File: config.mk
export PLATFORM = sky130hd
export DESIGN_NAME = llc_update_pkt_tx_flat
export DESIGN_NICKNAME = d
export VERILOG_FILES = /design/src/rtl/llc_update_pkt_tx_pkg.sv /design/src/rtl/llc_update_pkt_tx_if.sv /design/src/rtl/llc_pkt_fifo.sv /design/src/rtl/llc_update_pkt_tx.sv /design/src/flat_wrapper.sv
export SDC_FILE = /design/constraint.sdc
export NUM_CORES = 1
export LEC_CHECK = 0
export CAP_MARGIN = 20
export CORE_UTILIZATION = 54
export CTS_CLUSTER_DIAMETER = 60
export DETAILED_ROUTE_END_ITERATION = 8
export PLACE_DENSITY = 0.77
export SYNTH_ARGS = -nofsm -noshare
export SYNTH_HDL_FRONTEND = slang
export SYNTH_HIERARCHICAL = 1
export SYNTH_SLANG_ARGS = --single-unit
File: constraint.sdc
create_clock -name clk -period 2.9 [get_ports clk]
set_input_delay 0.58 -clock clk [delete_from_list [all_inputs] [get_ports clk]]
set_output_delay 0.58 -clock clk [all_outputs]
set_load 0.005 [all_outputs]
File: src/rtl/llc_update_pkt_tx_pkg.sv
// Shared types and constants for the process-to-update packet channel.
// - LLC_UPDATE_FIFO_DEPTH: default depth of the update FIFO.
// - fifo_proc_update_packet: entry passed from the process stage to the update stage.
// - encode_pkt(): applies the resume-flag priority rules to a raw event.
package llc_update_pkt_tx_pkg;

  localparam int unsigned LLC_UPDATE_FIFO_DEPTH = 4;
  localparam int unsigned TablePtrW = 3;

  typedef struct packed {
    logic                 is_rst_to_resume;
    logic                 is_flush_to_resume;
    logic                 is_req_to_resume;
    logic                 is_rst_to_get;
    logic                 is_req_to_get;
    logic                 is_rsp_to_get;
    logic                 is_dma_req_to_get;
    logic                 is_dma_read_to_resume;
    logic                 is_dma_write_to_resume;
    logic [TablePtrW-1:0] table_pointer_to_remove;
  } fifo_proc_update_packet;

  // A reset resume masks every other flag; a flush resume masks everything but reset.
  function automatic fifo_proc_update_packet encode_pkt(input fifo_proc_update_packet raw);
    fifo_proc_update_packet pkt;
    pkt = raw;
    if (raw.is_rst_to_resume) begin
      pkt                         = '0;
      pkt.is_rst_to_resume        = 1'b1;
      pkt.table_pointer_to_remove = raw.table_pointer_to_remove;
    end else if (raw.is_flush_to_resume) begin
      pkt                         = '0;
      pkt.is_flush_to_resume      = 1'b1;
      pkt.table_pointer_to_remove = raw.table_pointer_to_remove;
    end
    return pkt;
  endfunction

endpackage

File: src/rtl/llc_update_pkt_tx_if.sv
// Handshake/bus bundle between the process stage, llc_update_pkt_tx and the update stage.
// slave : view of llc_update_pkt_tx (receives events and pops, drives FIFO status).
// master: view of the surrounding stages (drive events, pops and clears).
interface llc_update_pkt_tx_if #(
  parameter int unsigned Depth = 4
);
  import llc_update_pkt_tx_pkg::*;

  localparam int unsigned CntW = $clog2(Depth) + 1;

  logic                   proc_done_valid;
  logic                   proc_done_ready;
  logic                   is_rst_to_resume;
  logic                   is_flush_to_resume;
  logic                   is_req_to_resume;
  logic                   is_rst_to_get;
  logic                   is_req_to_get;
  logic                   is_rsp_to_get;
  logic                   is_dma_req_to_get;
  logic                   is_dma_read_to_resume;
  logic                   is_dma_write_to_resume;
  logic [TablePtrW-1:0]   table_pointer_in;
  fifo_proc_update_packet fifo_update_out;
  logic                   fifo_empty_update;
  logic                   fifo_pop_update;
  logic                   clr_rst_to_resume_in_pipeline_update;
  logic                   clr_flush_to_resume_in_pipeline_update;
  logic                   rst_to_resume_in_pipeline;
  logic                   flush_to_resume_in_pipeline;
  logic                   fifo_full_update;
  logic [CntW-1:0]        fifo_count;

  modport slave (
    input  proc_done_valid, is_rst_to_resume, is_flush_to_resume, is_req_to_resume,
           is_rst_to_get, is_req_to_get, is_rsp_to_get, is_dma_req_to_get,
           is_dma_read_to_resume, is_dma_write_to_resume, table_pointer_in,
           fifo_pop_update, clr_rst_to_resume_in_pipeline_update,
           clr_flush_to_resume_in_pipeline_update,
    output proc_done_ready, fifo_update_out, fifo_empty_update, rst_to_resume_in_pipeline,
           flush_to_resume_in_pipeline, fifo_full_update, fifo_count
  );

  modport master (
    output proc_done_valid, is_rst_to_resume, is_flush_to_resume, is_req_to_resume,
           is_rst_to_get, is_req_to_get, is_rsp_to_get, is_dma_req_to_get,
           is_dma_read_to_resume, is_dma_write_to_resume, table_pointer_in,
           fifo_pop_update, clr_rst_to_resume_in_pipeline_update,
           clr_flush_to_resume_in_pipeline_update,
    input  proc_done_ready, fifo_update_out, fifo_empty_update, rst_to_resume_in_pipeline,
           flush_to_resume_in_pipeline, fifo_full_update, fifo_count
  );

endinterface

File: src/rtl/llc_pkt_fifo.sv
// Generic typed circular FIFO for the LLC pipeline.
// clk/rst (sync, active-low); push_i/data_i write; pop_i consumes head data_o (combinational
// read, don't-care when empty); full_o, empty_o, count_o report occupancy.
// Push when full and pop when empty are ignored; a pop never frees space for a same-cycle push.
module llc_pkt_fifo #(
  parameter int unsigned Depth = 4,
  parameter type         pkt_t = logic
) (
  input  logic                     clk,
  input  logic                     rst,
  input  logic                     push_i,
  input  pkt_t                     data_i,
  input  logic                     pop_i,
  output pkt_t                     data_o,
  output logic                     full_o,
  output logic                     empty_o,
  output logic [$clog2(Depth):0]   count_o
);
  localparam int unsigned PtrW = $clog2(Depth);

  pkt_t            mem_q [Depth];
  logic [PtrW-1:0] wr_ptr_q, wr_ptr_d;
  logic [PtrW-1:0] rd_ptr_q, rd_ptr_d;
  logic [PtrW:0]   count_q, count_d;
  logic            push_en, pop_en;

  always_comb begin
    full_o   = (count_q == (PtrW + 1)'(Depth));
    empty_o  = (count_q == '0);
    push_en  = push_i && !full_o;
    pop_en   = pop_i && !empty_o;
    wr_ptr_d = wr_ptr_q;
    rd_ptr_d = rd_ptr_q;
    count_d  = count_q;
    if (push_en) wr_ptr_d = wr_ptr_q + PtrW'(1);
    if (pop_en)  rd_ptr_d = rd_ptr_q + PtrW'(1);
    if (push_en && !pop_en)      count_d = count_q + (PtrW + 1)'(1);
    else if (pop_en && !push_en) count_d = count_q - (PtrW + 1)'(1);
  end

  always_ff @(posedge clk) begin
    if (!rst) begin
      wr_ptr_q <= '0;
      rd_ptr_q <= '0;
      count_q  <= '0;
    end else begin
      wr_ptr_q <= wr_ptr_d;
      rd_ptr_q <= rd_ptr_d;
      count_q  <= count_d;
    end
  end

  // Storage is not reset; writes are still blocked while reset is asserted.
  always_ff @(posedge clk) begin
    if (rst && push_en) mem_q[wr_ptr_q] <= data_i;
  end

  assign data_o  = mem_q[rd_ptr_q];
  assign count_o = count_q;

endmodule

File: src/rtl/llc_update_pkt_tx.sv
// Transmit side of the process-to-update packet channel.
// clk/rst (sync, active-low) plus bus (llc_update_pkt_tx_if.slave): completion events are
// encoded and buffered in llc_pkt_fifo, drained by the update stage, and reset/flush resumes
// still in flight are tracked by two saturating counters.
module llc_update_pkt_tx
  import llc_update_pkt_tx_pkg::*;
#(
  parameter int unsigned FIFO_DEPTH = LLC_UPDATE_FIFO_DEPTH
) (
  input logic                clk,
  input logic                rst,
  llc_update_pkt_tx_if.slave bus
);
  localparam int unsigned CntW = $clog2(FIFO_DEPTH) + 1;

  fifo_proc_update_packet raw_pkt, enc_pkt;
  logic                   full, empty, push;
  logic [CntW-1:0]        count;
  logic [CntW-1:0]        rst_cnt_q, rst_cnt_d;
  logic [CntW-1:0]        flush_cnt_q, flush_cnt_d;

  always_comb begin
    raw_pkt = '{
      is_rst_to_resume:        bus.is_rst_to_resume,
      is_flush_to_resume:      bus.is_flush_to_resume,
      is_req_to_resume:        bus.is_req_to_resume,
      is_rst_to_get:           bus.is_rst_to_get,
      is_req_to_get:           bus.is_req_to_get,
      is_rsp_to_get:           bus.is_rsp_to_get,
      is_dma_req_to_get:       bus.is_dma_req_to_get,
      is_dma_read_to_resume:   bus.is_dma_read_to_resume,
      is_dma_write_to_resume:  bus.is_dma_write_to_resume,
      table_pointer_to_remove: bus.table_pointer_in
    };
    enc_pkt = encode_pkt(raw_pkt);
  end

  // Ready comes from registered occupancy only, so there is no valid-to-ready path.
  assign push = bus.proc_done_valid && !full;

  llc_pkt_fifo #(
    .Depth (FIFO_DEPTH),
    .pkt_t (fifo_proc_update_packet)
  ) u_fifo (
    .clk     (clk),
    .rst     (rst),
    .push_i  (push),
    .data_i  (enc_pkt),
    .pop_i   (bus.fifo_pop_update),
    .data_o  (bus.fifo_update_out),
    .full_o  (full),
    .empty_o (empty),
    .count_o (count)
  );

  // Simultaneous increment and clear cancel; a clear at zero saturates.
  always_comb begin
    rst_cnt_d   = rst_cnt_q;
    flush_cnt_d = flush_cnt_q;
    if (push && enc_pkt.is_rst_to_resume) begin
      if (!bus.clr_rst_to_resume_in_pipeline_update) rst_cnt_d = rst_cnt_q + CntW'(1);
    end else if (bus.clr_rst_to_resume_in_pipeline_update && rst_cnt_q != '0) begin
      rst_cnt_d = rst_cnt_q - CntW'(1);
    end
    if (push && enc_pkt.is_flush_to_resume) begin
      if (!bus.clr_flush_to_resume_in_pipeline_update) flush_cnt_d = flush_cnt_q + CntW'(1);
    end else if (bus.clr_flush_to_resume_in_pipeline_update && flush_cnt_q != '0) begin
      flush_cnt_d = flush_cnt_q - CntW'(1);
    end
  end

  always_ff @(posedge clk) begin
    if (!rst) begin
      rst_cnt_q   <= '0;
      flush_cnt_q <= '0;
    end else begin
      rst_cnt_q   <= rst_cnt_d;
      flush_cnt_q <= flush_cnt_d;
    end
  end

  assign bus.proc_done_ready             = !full;
  assign bus.fifo_full_update            = full;
  assign bus.fifo_empty_update           = empty;
  assign bus.fifo_count                  = count;
  assign bus.rst_to_resume_in_pipeline   = (rst_cnt_q != '0);
  assign bus.flush_to_resume_in_pipeline = (flush_cnt_q != '0);

endmodule

File: src/flat_wrapper.sv
// flat-port wrapper written by rule: the top's interface ports become plain ports
module llc_update_pkt_tx_flat import llc_update_pkt_tx_pkg::*;
#(
  parameter int unsigned FIFO_DEPTH = LLC_UPDATE_FIFO_DEPTH
)
  (clk, rst, bus_proc_done_valid, bus_is_rst_to_resume, bus_is_flush_to_resume, bus_is_req_to_resume, bus_is_rst_to_get, bus_is_req_to_get, bus_is_rsp_to_get, bus_is_dma_req_to_get, bus_is_dma_read_to_resume, bus_is_dma_write_to_resume, bus_table_pointer_in, bus_fifo_pop_update, bus_clr_rst_to_resume_in_pipeline_update, bus_clr_flush_to_resume_in_pipeline_update, bus_proc_done_ready, bus_fifo_update_out, bus_fifo_empty_update, bus_rst_to_resume_in_pipeline, bus_flush_to_resume_in_pipeline, bus_fifo_full_update, bus_fifo_count);
  llc_update_pkt_tx_if #(.Depth((4))) bus_i ();
  input logic clk;
  input logic rst;
  input wire logic [$bits(bus_i.proc_done_valid)-1:0] bus_proc_done_valid;
  input wire logic [$bits(bus_i.is_rst_to_resume)-1:0] bus_is_rst_to_resume;
  input wire logic [$bits(bus_i.is_flush_to_resume)-1:0] bus_is_flush_to_resume;
  input wire logic [$bits(bus_i.is_req_to_resume)-1:0] bus_is_req_to_resume;
  input wire logic [$bits(bus_i.is_rst_to_get)-1:0] bus_is_rst_to_get;
  input wire logic [$bits(bus_i.is_req_to_get)-1:0] bus_is_req_to_get;
  input wire logic [$bits(bus_i.is_rsp_to_get)-1:0] bus_is_rsp_to_get;
  input wire logic [$bits(bus_i.is_dma_req_to_get)-1:0] bus_is_dma_req_to_get;
  input wire logic [$bits(bus_i.is_dma_read_to_resume)-1:0] bus_is_dma_read_to_resume;
  input wire logic [$bits(bus_i.is_dma_write_to_resume)-1:0] bus_is_dma_write_to_resume;
  input wire logic [$bits(bus_i.table_pointer_in)-1:0] bus_table_pointer_in;
  input wire logic [$bits(bus_i.fifo_pop_update)-1:0] bus_fifo_pop_update;
  input wire logic [$bits(bus_i.clr_rst_to_resume_in_pipeline_update)-1:0] bus_clr_rst_to_resume_in_pipeline_update;
  input wire logic [$bits(bus_i.clr_flush_to_resume_in_pipeline_update)-1:0] bus_clr_flush_to_resume_in_pipeline_update;
  output wire logic [$bits(bus_i.proc_done_ready)-1:0] bus_proc_done_ready;
  output wire logic [$bits(bus_i.fifo_update_out)-1:0] bus_fifo_update_out;
  output wire logic [$bits(bus_i.fifo_empty_update)-1:0] bus_fifo_empty_update;
  output wire logic [$bits(bus_i.rst_to_resume_in_pipeline)-1:0] bus_rst_to_resume_in_pipeline;
  output wire logic [$bits(bus_i.flush_to_resume_in_pipeline)-1:0] bus_flush_to_resume_in_pipeline;
  output wire logic [$bits(bus_i.fifo_full_update)-1:0] bus_fifo_full_update;
  output wire logic [$bits(bus_i.fifo_count)-1:0] bus_fifo_count;
  assign bus_i.proc_done_valid = bus_proc_done_valid;
  assign bus_i.is_rst_to_resume = bus_is_rst_to_resume;
  assign bus_i.is_flush_to_resume = bus_is_flush_to_resume;
  assign bus_i.is_req_to_resume = bus_is_req_to_resume;
  assign bus_i.is_rst_to_get = bus_is_rst_to_get;
  assign bus_i.is_req_to_get = bus_is_req_to_get;
  assign bus_i.is_rsp_to_get = bus_is_rsp_to_get;
  assign bus_i.is_dma_req_to_get = bus_is_dma_req_to_get;
  assign bus_i.is_dma_read_to_resume = bus_is_dma_read_to_resume;
  assign bus_i.is_dma_write_to_resume = bus_is_dma_write_to_resume;
  assign bus_i.table_pointer_in = bus_table_pointer_in;
  assign bus_i.fifo_pop_update = bus_fifo_pop_update;
  assign bus_i.clr_rst_to_resume_in_pipeline_update = bus_clr_rst_to_resume_in_pipeline_update;
  assign bus_i.clr_flush_to_resume_in_pipeline_update = bus_clr_flush_to_resume_in_pipeline_update;
  assign bus_proc_done_ready = bus_i.proc_done_ready;
  assign bus_fifo_update_out = bus_i.fifo_update_out;
  assign bus_fifo_empty_update = bus_i.fifo_empty_update;
  assign bus_rst_to_resume_in_pipeline = bus_i.rst_to_resume_in_pipeline;
  assign bus_flush_to_resume_in_pipeline = bus_i.flush_to_resume_in_pipeline;
  assign bus_fifo_full_update = bus_i.fifo_full_update;
  assign bus_fifo_count = bus_i.fifo_count;
  llc_update_pkt_tx #(.FIFO_DEPTH(FIFO_DEPTH)) u_core (.clk(clk), .rst(rst), .bus(bus_i));
endmodule
# Word level (Yosys, flattened, before mapping)
# Memories as Yosys holds them, arrays and structs flattened. A register that Yosys moved wholly into a read port is not among the register bits.
# Cells that the tools add are included.
# totals
in_bits,18
reg_bits,13
mem_bits_rw,48
elab_cells,53
latch_bits,0
mem_bits_ro,0
out_inout_bits,20
memories,1
# op_classes
n_mux,14
n_reduce_logical,22
magnitude_cmp,0
mul,0
n_bitwise,0
n_div,0
shift,0
eq_ne,3
n_addsub,8
# mem_list
name,depth,width,rd,rd_clocked_by_memory_dff,wr,line_no,source
u_core.u_fifo.mem_q,4,12,1,1,1,llc_pkt_fifo.sv:21,pkt_t mem_q [Depth];
# ops
operator,count
3-bit two-way mux,8
12-bit two-way mux,1
11-bit two-way mux,1
1-bit logical AND,10
"3-bit by 1-bit adder with 3-bit output, second input constant",3
"3-bit by 1-bit subtractor with 3-bit output, second input constant",3
2-bit nonzero test,3
3-bit nonzero test,2
"2-bit by 1-bit adder with 2-bit output, second input constant",2
1-bit zero test,4
2-bit two-way mux,2
"2-bit inequality test, second input constant",2
2-bit AND reduction,2
"3-bit == test, second input constant",1
3-bit zero test,1
1-bit two-way mux,2

# Longest topological paths before layout
# Gate-level depths: netlist of the first run.
# logic_depth
depth_word,8
ltp_mapped,10
mapped_depth_nobuf,9

# Modules after synthesis
# Netlist of the first run, hierarchy kept.
# by_module_without_submodules
module,cells_each,area_per_inst_um2,seq_area_each_um2,instances
llc_pkt_fifo,110,2217.1,1621.6,1
llc_update_pkt_tx,59,501.7,120.1,1

# Worst setup path after synthesis of the first run
# Ideal clock, no wire load.
# synth_path
kind,reg-to-reg
startpoint,register u_core.u_fifo.count_q[0] (netlist: u_core/u_fifo/count_o[0])
endpoint,register u_core.flush_cnt_q[1]
setup_ns,0.082
stages_incl_launch_ff,9
synth_period_minus_slack_ns,2.259
t_arrival_ns,2.177
path_slack_ns,0.641
cell_sequence,dfxtp_1 > nor3b_2 > nor4bb_1 > buf_4 > inv_1 > fa_1 > nand2_1 > or4b_1 > o221ai_1
# synth_between
elab_cells_between_ends,8
cone_classes,eq/ne (2); mux (1); reduce/logical (5)
# synth_lines
item,line_no,source
start: declaration,llc_pkt_fifo.sv:24,"logic [PtrW:0] count_q, count_d;"
start signal: assignment,llc_pkt_fifo.sv:49,count_q <= count_d;
3-bit == test,llc_pkt_fifo.sv:28,full_o = (count_q == (PtrW + 1)'(Depth));
via bus_fifo_full_update,flat_wrapper.sv:29,output wire logic [$bits(bus_i.fifo_full_update)-1:0] bus_fifo_full_update;
1-bit zero test,llc_update_pkt_tx.sv:39,assign push = bus.proc_done_valid && !full;
1-bit logical AND,llc_update_pkt_tx.sv:39,
1-bit logical AND,llc_update_pkt_tx.sv:65,if (push && enc_pkt.is_flush_to_resume) begin
3-bit two-way mux,llc_update_pkt_tx.sv:65,
via u_core.flush_cnt_d[1],llc_update_pkt_tx.sv:20,"logic [CntW-1:0] flush_cnt_q, flush_cnt_d;"
end signal: assignment,llc_update_pkt_tx.sv:78,flush_cnt_q <= flush_cnt_d;
end: declaration,llc_update_pkt_tx.sv:20,
# The timed path passes the listed nets, and every way through them passes these cells.
# A chain may end at the register's enable or synchronous reset.

# Final worst setup path of the first run
# layout_path
startpoint,input bus_proc_done_valid
endpoint,register u_core.flush_cnt_q[1]
# layout_between
elab_cells_between_ends,6
cone_classes,eq/ne (1); mux (1); reduce/logical (4)
# layout_lines
item,line_no,source
start: declaration,flat_wrapper.sv:10,input wire logic [$bits(bus_i.proc_done_valid)-1:0] bus_proc_done_valid;
1-bit logical AND,llc_update_pkt_tx.sv:39,
1-bit logical AND,llc_update_pkt_tx.sv:65,
3-bit two-way mux,llc_update_pkt_tx.sv:65,
via u_core.flush_cnt_d[1],llc_update_pkt_tx.sv:20,
# The timed path passes the listed nets, and every way through them passes these cells.

==> results of run 1 <==
[flip-flops by register name, summed over array words and instances, names as in the netlist, named ones only]
signal	count
u_core/u_fifo/count_o	3
u_core/u_fifo/wr_ptr_q	2
u_core/u_fifo/mem_q	48
u_core/u_fifo/rd_ptr_q	2
u_core/rst_cnt_q	3
u_core/flush_cnt_q	3
[critical path, delay by kind of cell]
| kind | cells | cell delay [ns] |
|---|---|---|
| AO/OA/AOI/OAI | 1 | 0.08 |
| adder cells (fa/ha/maj) | 1 | 0.51 |
| buffers and inverters | 2 | 0.68 |
| AND/OR/NAND/NOR | 3 | 0.97 |
[cells by family after synthesis]
logic type	after synthesis	synth area share (%)
DFF	63	64.1
and+or+nand+nor	49	11.2
muxes	18	12.1
AOI/OAI and AO/OA	13	3.91
buffers and inverters	13	2.53
adders and majority gates	8	4.51
xor gates and xnor gates	5	1.61
[synth_stat cells (2+ instances only)]
library cell and instances:
sky130_fd_sc_hd__dfxtp_1 15, sky130_fd_sc_hd__clkbuf_1 2, sky130_fd_sc_hd__edfxtp_1 48, sky130_fd_sc_hd__xnor2_1 4, sky130_fd_sc_hd__mux2i_1 6, sky130_fd_sc_hd__and3_1 4, sky130_fd_sc_hd__ha_1 5, sky130_fd_sc_hd__nand2b_1 2
sky130_fd_sc_hd__inv_1 7, sky130_fd_sc_hd__buf_6 2, sky130_fd_sc_hd__mux4_2 12, sky130_fd_sc_hd__and2_1 11, sky130_fd_sc_hd__or3_1 3, sky130_fd_sc_hd__fa_1 3, sky130_fd_sc_hd__nor2b_1 6, sky130_fd_sc_hd__nand2_1 11
[power groups by stage]
stage	clock network (mW)	logic, mW	registers [mW]
CTS	0.705	0.884	1.19
detailed placement	0	0.879	1.21
global placement	0	0.847	1.20
finish	0.687	0.873	1.19
floorplan	0	0.520	1.19
global route	0.745	0.958	1.21
[per-layer routing]
layer,vias up,wire length [um]
met5,-,0
met4,0,64
met3,7,211
met2,48,2520
met1,793,1950
li1,747,-
[worst max path at each step]
| stage | endpoint | slack, ns |
|---|---|---|
| 2_1_floorplan | u_core/flush_cnt_q[1] | 0.64 |
| 3_3_place_gp | u_core/flush_cnt_q[1] | 0.12 |
| 3_5_place_dp | u_core/flush_cnt_q[1] | 0.03 |
| 4_1_cts | u_core/flush_cnt_q[1] | 0.37 |
| 5_1_grt | u_core/u_fifo/count_o[2] | 0.28 |
| 6_report | u_core/flush_cnt_q[1] | 0.32 |
[through the flow]
step           power (mW)  util [%]  instance area (um2)
2_1_floorplan        1.71         -                 2720
3_3_place_gp         2.04      66.8                 3200
3_5_place_dp         2.09      66.8                 3200
4_1_cts              2.78      70.6                 3380
5_1_grt              2.91      70.6                 3380
6_report             2.75      70.6                 3380
[layout make-up]
cell class | count | area share (%)
timing repair buffer | 46 | 13.0
inverter | 7 | 0.778
clock buffer | 10 | 3.78
tap | 67 | 2.48
multi-input combinational | 93 | 26.9
clock inverter | 6 | 1.52
sequential | 63 | 51.6
==> metrics.md, run 1 <==
| Metric | Value |
|---|---|
| CTS H-Tree Depth | `3` |
| EDFF count, synth | `48` |
| Internal power component | `2.02 mW` |
| Footprint of the multi-input gates | `908 um2` |
| Diodes inserted | `0` |
| Cts repair resizes | `0` |
| Flops & latches, synth | `63` |
| Clock Tree Buf Depth | `2` |
| Portion of synthesized cell area occupied by the leading cell type | `53.0%` |
| Normalized max-slew margin | `60.9%` |
| Beginning of the worst register-to-register path | `u_core/u_fifo/count_o[0]` |
| Post-synthesis area per instance | `16.1 um2` |
| Ratio of routed vias to standard cells | `5.46` |
| Total vias in the final route | `1595` |
| Measured slew at the worst slew-check pin | `0.585 ns` |
| Worst slack, placed | `0.0296 ns` |
| Total global routing track utilization | `20.5%` |
| Setup crit end kind | `flip-flop` |
| Synthesis-to-layout area growth | `24.2%` |
| Worst setup path start | `bus_proc_done_valid` |
| Worst hold-check slack | `0.494 ns` |
| Die width | `73.0 um` |
| Number of nets in the layout | `246` |
| Reported leakage power | `1.20 nW` |
| Setup-failing EPs final | `0` |
| Fraction of the yosys area taken by sequential cells | `64.1%` |
| DR pass1 iterations | `4` |
| Combinational group share of total power | `31.7%` |
| Fill cell instance count of the final layout | `323` |
| Worst Hold Endpoint | `u_core/rst_cnt_q[2]` |
| Count of pins on the block boundary | `38` |
| Final instance count without filler cells | `292` |
| Ratio of total power to cell area | `814 nW/um2` |
| Start point of the worst hold path | `u_core/rst_cnt_q[2]` |
| Setup slack of the most critical reg-to-reg path | `0.44 ns` |
| Clk sinks | `63` |
| Hold/Removal Path Class | `flip-flop to flip-flop` |
| Count of input and output buffers | `37` |
| DP Cell Count | `276` |
| Largest net degree at the start of global routing | `14` |
| Switching pwr | `0.735 mW` |
| Cell breakdown of the critical path | `clkdlybuf4s50_1 > nor4bb_1 > inv_1 > fa_1 > nand2_1 > or4b_1 > o221ai_1` |
| Wire per inst | `16.3 um` |
| WP data required | `3.15 ns` |
| Number of unique standard cell types used by synthesis | `44` |
| Setup total negative slack | `0 ns` |
| Master cell of the clock root buffer | `sky130_fd_sc_hd__clkbuf_8` |
| Final worst-path setup slack | `0.318 ns` |
| Count of final max-slew check failures | `0` |
| Nets in the synthesized netlist | `195` |
| Critical Path AT | `2.83 ns` |
| Startpoint type of the worst setup path | `primary input` |
| Largest voltage drop on the vdd net | `0.536 mV` |
| Async SR Flop Fraction | `0%` |
| Most frequently used flop master after synthesis | `sky130_fd_sc_hd__edfxtp_1` |
| Initial standard-cell utilization of the core | `56.8%` |
| Die Y-Extent | `73.0 um` |
| Initial antenna violation count | `0` |
| Global-route met1 utilization | `23.2%` |
| Period utilisation layout | `89.0%` |
| Drt initial violations | `69` |
| FF-to-FF path depth | `7` |
| Number of standard-cell rows in the floorplan | `25` |
| Hold-critical path depth | `1` |
| Stage delay of the slowest cell on the critical path | `0.51 ns` |
| Critical-path cell with the highest stage delay | `sky130_fd_sc_hd__clkdlybuf4s50_1` |
| Clk slew on worst S/H paths | `0.07 ns` |
| FMAX | `387 MHz` |
| Gr ovfl total | `0` |
| Area of the die | `5320 um2` |
| Met3 Usage GRT | `6.49%` |
| Final period demand of the worst path | `2.58 ns` |
| Sequential fraction of design power | `43.3%` |
| Clock power share | `25.0%` |
| Category of the critical setup timing path | `primary input to flip-flop` |
| Setup clock skew after layout | `0.00599 ns` |
| Result of the run | `finished, final reports clean` |
| Synthesized instance count | `169` |
| Worst reg2reg endpoint | `u_core/flush_cnt_q[1]` |
| Layout cell share with drive strength beyond 1 | `16.9%` |
| Number of endpoints with negative hold slack in the final report | `0` |
| Total standard cell area after synthesis | `2720 um2` |
| Half-perimeter wire length of the detailed placement result | `3.27 mm` |
| Wire length of the first global-routing pass | `7.71 mm` |
| Std-Cell Core Area | `4790 um2` |
| Cell types with the largest area share after synthesis | `sky130_fd_sc_hd__edfxtp_1 53%, sky130_fd_sc_hd__dfxtp_1 11%, sky130_fd_sc_hd__mux4_2 9.9%` |
| Number of global-route vias before repair | `1685` |
| Worst-skew pair later-pin latency | `0.32 ns` |
| YS warnings | `6` |
| Most common cell after layout, fill and taps aside | `sky130_fd_sc_hd__edfxtp_1` |
| Clock tree from TritonCTS | `done` |
| Seq. cell area | `1740 um2` |
| Sum of routed wire length over all layers | `4.75 mm` |
| Placer congestion estimate | `0.755` |
| Top Usage Layer GRT | `met2` |
| Max-capacitance violation count | `0` |
| Post-CTS Repair Setup Buffers | `0` |
| RSZ-0062 raised after global routing | `no` |
| CTS buffer count | `9` |
| Antenna Nets Post-Route | `0` |
| # DRC | `0` |
| Switching share of power | `26.7%` |
| Global Route met2 Usage | `36.1%` |
| Hold-fix buffers, CTS | `0` |
| Leading cell types in the layout, fill and taps excluded | `48 x sky130_fd_sc_hd__edfxtp_1, 37 x sky130_fd_sc_hd__clkdlybuf4s50_1, 15 x sky130_fd_sc_hd__dfxtp_1` |
| CP Max Fanout | `4` |
| Library cell with the largest summed area after synthesis | `sky130_fd_sc_hd__edfxtp_1` |
Power figures use the tool's default switching activity.
==> run 2: changes to the inputs <==
--- a/config.mk
+++ b/config.mk
@@ -6,10 +6,11 @@
 export NUM_CORES = 1
 export LEC_CHECK = 0
 export CAP_MARGIN = 20
+export CORE_MARGIN = 1
 export CORE_UTILIZATION = 54
-export CTS_CLUSTER_DIAMETER = 60
 export DETAILED_ROUTE_END_ITERATION = 8
 export PLACE_DENSITY = 0.77
+export SLEW_MARGIN = 40
 export SYNTH_ARGS = -nofsm -noshare
 export SYNTH_HDL_FRONTEND = slang
 export SYNTH_HIERARCHICAL = 1
==> results of run 2 <==
The final DEF is identical to that of run 1; final timing and power are the same.
